===== src/rtl/sdram_rd_engine_pkg.sv =====
// Shared definitions for the SDRAM read engine: FSM encoding, default
// FIFO depth and the width rule for the credit counters.
package sdram_rd_engine_pkg;

   localparam int DEPTH_DEF = 16;

   typedef enum logic [2:0] {
      ST_IDLE      = 3'd0,
      ST_WAIT_INIT = 3'd1,
      ST_ISSUE     = 3'd2,
      ST_DRAIN     = 3'd3,
      ST_DONE      = 3'd4
   } state_e;

   // Counters must hold 0..depth inclusive, hence one bit above log2.
   function automatic int cnt_w(input int depth);
      return $clog2(depth) + 1;
   endfunction

endpackage


===== src/rtl/sdram_rd_fifo.sv =====
// First-word-fall-through FIFO, DEPTH x 16. A word pushed in cycle N is
// presented on dout_o in cycle N+1. Push while full and pop while empty
// are ignored; the caller is responsible for flagging those cases.
module sdram_rd_fifo
   import sdram_rd_engine_pkg::*;
#(
   parameter int DEPTH = DEPTH_DEF
) (
   input  logic                    clk,
   input  logic                    rst_n,
   input  logic                    push_i,
   input  logic [15:0]             din_i,
   input  logic                    pop_i,
   output logic [15:0]             dout_o,
   output logic [cnt_w(DEPTH)-1:0] count_o,
   output logic                    full_o,
   output logic                    empty_o
);

   localparam int CW = cnt_w(DEPTH);
   localparam int PW = $clog2(DEPTH);

   logic [15:0]   mem_q [DEPTH];
   logic [PW-1:0] wr_ptr_q, wr_ptr_d;
   logic [PW-1:0] rd_ptr_q, rd_ptr_d;
   logic [CW-1:0] count_q, count_d;
   logic          do_push, do_pop;

   assign full_o  = (count_q == CW'(DEPTH));
   assign empty_o = (count_q == '0);
   assign count_o = count_q;
   assign do_push = push_i & ~full_o;
   assign do_pop  = pop_i & ~empty_o;
   assign dout_o  = empty_o ? 16'h0000 : mem_q[rd_ptr_q];

   // Pointer and occupancy next-state; pointers wrap since DEPTH is a power of two.
   always_comb begin
      wr_ptr_d = wr_ptr_q;
      rd_ptr_d = rd_ptr_q;
      count_d  = count_q;
      if (do_push) wr_ptr_d = wr_ptr_q + 1'b1;
      if (do_pop)  rd_ptr_d = rd_ptr_q + 1'b1;
      case ({do_push, do_pop})
         2'b10:   count_d = count_q + 1'b1;
         2'b01:   count_d = count_q - 1'b1;
         default: count_d = count_q;
      endcase
   end

   // Control state registers with asynchronous reset.
   always_ff @(posedge clk or negedge rst_n) begin
      if (!rst_n) begin
         wr_ptr_q <= '0;
         rd_ptr_q <= '0;
         count_q  <= '0;
      end else begin
         wr_ptr_q <= wr_ptr_d;
         rd_ptr_q <= rd_ptr_d;
         count_q  <= count_d;
      end
   end

   // Storage array; contents are only meaningful under the occupancy count.
   always_ff @(posedge clk) begin
      if (do_push) mem_q[wr_ptr_q] <= din_i;
   end

endmodule


===== src/rtl/sdram_rd_engine.sv =====
// Read initiator for the SDRAM controller read port. Issues one read per
// accepted cycle from base_addr for length words, buffers returned words in
// a FWFT FIFO and streams them out with ready/valid. Requests are only made
// while outstanding + buffered < DEPTH, so returned data (which cannot be
// stalled) always has a FIFO slot.
module sdram_rd_engine
   import sdram_rd_engine_pkg::*;
#(
   parameter int DEPTH = DEPTH_DEF,
   parameter int AW    = 32,
   parameter int LW    = 32
) (
   input  logic          sdram_clk,
   input  logic          sdram_rst_,
   input  logic          sd_init_done,
   input  logic          start,
   input  logic [AW-1:0] base_addr,
   input  logic [LW-1:0] length,
   output logic          busy,
   output logic          done,
   output logic          err,
   output logic          rd_req,
   output logic [AW-1:0] rd_addr,
   input  logic          rd_valid,
   input  logic          rd_rdy,
   input  logic [15:0]   rd_data,
   output logic [15:0]   dout,
   output logic          dout_valid,
   input  logic          dout_ready
);

   localparam int CW = cnt_w(DEPTH);

   state_e        state_q, state_d;
   logic [AW-1:0] addr_q, addr_d;
   logic [LW-1:0] rem_q, rem_d;
   logic [CW-1:0] outst_q, outst_d;
   logic          err_q, err_d;

   logic [CW-1:0] fifo_count;
   logic          fifo_full, fifo_empty;
   logic [15:0]   fifo_dout;
   logic [CW:0]   credit_sum;
   logic          accept, ret_ok, push, pop, stray, fifo_drained;

   // Credit covers words in flight plus words already buffered.
   assign credit_sum   = {1'b0, outst_q} + {1'b0, fifo_count};
   assign rd_req       = (state_q == ST_ISSUE) && (credit_sum < (CW+1)'(DEPTH));
   assign accept       = rd_req & rd_valid;
   assign ret_ok       = rd_rdy & (outst_q != '0);
   assign push         = ret_ok & ~fifo_full;
   assign stray        = rd_rdy & ((outst_q == '0) | fifo_full);
   assign dout_valid   = ~fifo_empty;
   assign pop          = dout_valid & dout_ready;
   // Empty now, or the last buffered word leaves this cycle; lets done follow
   // the final pop by exactly one cycle.
   assign fifo_drained = fifo_empty | (pop && (fifo_count == CW'(1)));

   assign busy    = (state_q != ST_IDLE);
   assign done    = (state_q == ST_DONE);
   assign err     = err_q;
   assign rd_addr = addr_q;
   assign dout    = fifo_dout;

   sdram_rd_fifo #(
      .DEPTH (DEPTH)
   ) u_fifo (
      .clk     (sdram_clk),
      .rst_n   (sdram_rst_),
      .push_i  (push),
      .din_i   (rd_data),
      .pop_i   (pop),
      .dout_o  (fifo_dout),
      .count_o (fifo_count),
      .full_o  (fifo_full),
      .empty_o (fifo_empty)
   );

   // Transfer FSM, address/remaining/outstanding counters and sticky error.
   always_comb begin
      state_d = state_q;
      addr_d  = addr_q;
      rem_d   = rem_q;
      outst_d = outst_q;
      err_d   = err_q | stray;

      // A request accepted and a word returned together cancel out.
      case ({accept, ret_ok})
         2'b10:   outst_d = outst_q + 1'b1;
         2'b01:   outst_d = outst_q - 1'b1;
         default: outst_d = outst_q;
      endcase

      case (state_q)
         ST_IDLE: begin
            if (start) begin
               if (length != '0) begin
                  addr_d  = base_addr;
                  rem_d   = length;
                  state_d = sd_init_done ? ST_ISSUE : ST_WAIT_INIT;
               end else begin
                  state_d = ST_DONE;
               end
            end
         end
         ST_WAIT_INIT: begin
            if (sd_init_done) state_d = ST_ISSUE;
         end
         ST_ISSUE: begin
            if (accept) begin
               addr_d = addr_q + 1'b1;
               rem_d  = rem_q - 1'b1;
               if (rem_q == LW'(1)) state_d = ST_DRAIN;
            end
         end
         ST_DRAIN: begin
            if ((outst_q == '0) && fifo_drained && !push) state_d = ST_DONE;
         end
         ST_DONE: begin
            state_d = ST_IDLE;
         end
         default: begin
            state_d = ST_IDLE;
         end
      endcase
   end

   // State and counter registers with asynchronous active-low reset.
   always_ff @(posedge sdram_clk or negedge sdram_rst_) begin
      if (!sdram_rst_) begin
         state_q <= ST_IDLE;
         addr_q  <= '0;
         rem_q   <= '0;
         outst_q <= '0;
         err_q   <= 1'b0;
      end else begin
         state_q <= state_d;
         addr_q  <= addr_d;
         rem_q   <= rem_d;
         outst_q <= outst_d;
         err_q   <= err_d;
      end
   end

endmodule

===== config.mk =====
export PLATFORM = sky130hd
export DESIGN_NAME = sdram_rd_engine
export DESIGN_NICKNAME = d
export VERILOG_FILES = /design/src/rtl/sdram_rd_engine_pkg.sv /design/src/rtl/sdram_rd_fifo.sv /design/src/rtl/sdram_rd_engine.sv
export SDC_FILE = /design/constraint.sdc
export NUM_CORES = 1
export LEC_CHECK = 0
export BUFFER_PORTS_ARGS = -buffer_cell sky130_fd_sc_hd__buf_2
export CORE_MARGIN = 4
export CORE_UTILIZATION = 50
export CTS_CLUSTER_DIAMETER = 200
export DETAILED_ROUTE_END_ITERATION = 12
export MAX_ROUTING_LAYER = met4
export PLACE_DENSITY = 0.66
export SLEW_MARGIN = 10
export SYNTH_ARGS = -nofsm -noshare
export SYNTH_HDL_FRONTEND = slang
export SYNTH_SLANG_ARGS = --single-unit

===== constraint.sdc =====
create_clock -name sdram_clk -period 4.7 [get_ports sdram_clk]
set_clock_uncertainty 0.15 [all_clocks]
set_input_delay 0.235 -clock sdram_clk [delete_from_list [all_inputs] [get_ports sdram_clk]]
set_output_delay 0.235 -clock sdram_clk [all_outputs]
set_load 0.1 [all_outputs]

==> impl_metrics.toml <==
[place]
pre_cts_ws_ns = 1.33
place_area_um2 = 16900
io_buffers = 139
dp_hpwl_um = 24400
gp_congestion = 0.872
place_inst = 1565

[sta]
period_needed_ns = 3.55
finalCritPeriodShare = 0.755
clock.fmax_ghz = 0.282
slew_headroom = 0.239
rsz0062_at_grt = "no"
whs_ns = 0.0368
fin_ws_ns = 1.15
final-hold-violation-count = 0
finalSetupTns_ns = 0
final-setup-viol-count = 0
worst_slew_pin_slew_ns = 1.14
drv_slew = 0

[cts]
cts-htree-levels = 2
clk_pin_slew_ns = 0.06
cts_root_buf = "clkbuf_16"
insertion_delay_ns = 0.53
numClockSinks = 342
numCtsBuffers = 38
cts_tree = "yes"
cts.repair.resized = 0
clockBufferDepth = 3

[worst_setup_path]
startpoint = "u_fifo.rd_ptr_q[1]"
critPathKind = "reg -> out"
crit_path_end_kind = "primary output"
cp_max_fo = 32
r2r-start = "outst_q[1]"
cp.required_ns = 4.32
critPathLaunchType = "register"
cp_data_arrival_time_ns = 3.16

[power_and_ir_drop]
power.total_mw = 14.0
p_leak_nw = 6.91
combPwrFrac = 0.471
irDropWorstVdd_uv = 566
pwr_density_cell_nw_per_um2 = 738
p_clk_frac = 0.207
p_int_mw = 7.64
p_sw_mw = 6.37
swShare = 0.455
p_seq_frac = 0.322

[final_layout]
stdcell_area_um2 = 19000
nFillCells = 2372
final_cell_mix = "edfxtp_1 (256), buf_2 (138), dfrtp_1 (84)"
final_nets = 1399
n_antenna_cell = 0
final_core_util = 0.617
multi_input_area_um2 = 5520
fin_cells = 1716
seq_area_um2 = 9840
drive_gt1_frac = 0.273
area_growth_pct = 20.8
layout_commonest_cell = "edfxtp_1"

[min_path]
min-delay-start = "length[24]"
hp-class = "in -> reg"

[synth]
syn-instance-count = 1061
synth_ff_type = "edfxtp_1"
yosys_register_bits = 342
synth-seq-area-share = 0.627
synth_warnings = 0
synth_area_leaders = "edfxtp_1 (49%), dfrtp_1 (14%), mux4_2 (11%)"
synth-edff-count = 256
async_reset_ff_frac = 0.251
yosys.area.top_type = "edfxtp_1"
synth_fp_nets = 1170
synth.top_cell.area_share = 0.490
syn_area_um2 = 15700
syn_area_per_cell_um2 = 14.8
synth_cell_types = 67

[grt]
grt_usage = 0.238
grt_max_degree = 74
grt_pass1_wl_um = 61200
grt_pass1_vias = 10411
grt-ovfl-total = 0
antenna_found_initial = 0

[routing]
dr.pass1.iters = 5
detail_route.wl_per_cell_um = 23.1
drt_iter0_drc = 1075
postRouteAntennaNets = 0
vias_per_cell = 6.16
routed_wl_um = 39600
drc = 0
vias = 10574

[floorplan]
die_h_um = 185
start_util = 0.511
dieArea_um2 = 34300
io_pins = 140
row_count = 64
core_area_um2 = 30700
chipWidth_um = 185

[job]
drv_cap = 0

[run_status]
outcome = "finished clean"
==> final timing paths <==
path / to / slack, ns / depth (start not counted)
hold / removal: rem_q[24] / 0.04 / 4
hold reg to reg: err / 0.30 / 1
max in group asynchronous: u_fifo.rd_ptr_q[1] / 3.24 / 3
setup / recovery: dout[15] / 1.15 / 5
min in group asynchronous: rd_addr[28] / 0.20 / 2
setup reg to reg: outst_q[4] / 1.34 / 12
==> timing repair <==
item	in CTS	in global routing
buffers inserted	0	0
hold buffers	81	0
hold endpoints to repair	379	0
==> cells in the mapped netlist (all sizes together), types with 18 or more instances <==
library cell  count
o21ai            48
edfxtp          256
a31oi            32
and2             26
a211oi           18
ha               21
nor2             72
nand3            19
nand4            24
clkbuf           33
dfrtp            86
and3             19
buf              35
mux4             80
nand2            41
nor4             22
a21oi            47
inv              21
==> flip-flops by register name (all words and copies together) (netlist names) <==
| name | cells |
|---|---|
| u_fifo.mem_q | 256 |
| rd_addr | 32 |
| rem_q | 32 |
| outst_q | 5 |
| u_fifo.count_o | 5 |
| u_fifo.rd_ptr_q | 4 |
| u_fifo.wr_ptr_q | 4 |
| state_q | 3 |
| err | 1 |
==> logic make-up (layout without fill, tap and decap cells) <==
kind of cell / count (synthesis) / count (layout) / synth area share
buffers and inverters: 89 / 348 / 0.0261
and+or+nand+nor: 269 / 269 / 0.0963
DFF: 342 / 342 / 0.627
muxes: 87 / 87 / 0.119
AOI/OAI and AO/OA: 237 / 237 / 0.105
xor gates and xnor gates: 15 / 15 / 0.00837
adders and majority gates: 22 / 22 / 0.0180
==> layout make-up <==
| class | instances | area share |
|---|---|---|
| timing repair buffer | 257 | 0.0948 |
| inverter | 21 | 0.00415 |
| tap | 396 | 0.0261 |
| clock inverter | 20 | 0.0101 |
| sequential | 342 | 0.519 |
| clock buffer | 50 | 0.0551 |
| multi-input combinational | 630 | 0.291 |
==> critical path, stage by stage (launching register included) <==
cell     delay, ns
dfrtp_2       0.89
buf_4         0.40
mux4_2        0.36
mux4_2        0.48
and2_1        0.19
buf_2         0.29
==> power by group through the flow <==
| stage | logic [mW] | clock network (mW) | registers [mW] |
|---|---|---|---|
| after floorplan | 4.50 | 0 | 5.18 |
| after global placement | 6.49 | 0 | 4.53 |
| after detailed placement | 6.55 | 0 | 4.55 |
| after CTS | 6.62 | 2.95 | 4.50 |
| after global routing | 7.03 | 3.09 | 4.59 |
| final | 6.60 | 2.90 | 4.51 |
==> per-layer routing <==
metal	wire length (um)	vias up	track usage
met4	798	0	0.0526
met5	0	-	-
li1	-	4746	-
met3	2400	68	0.0318
met1	17100	5347	0.343
met2	19300	413	0.367
Note: power is estimated with default switching activity, not from simulation.
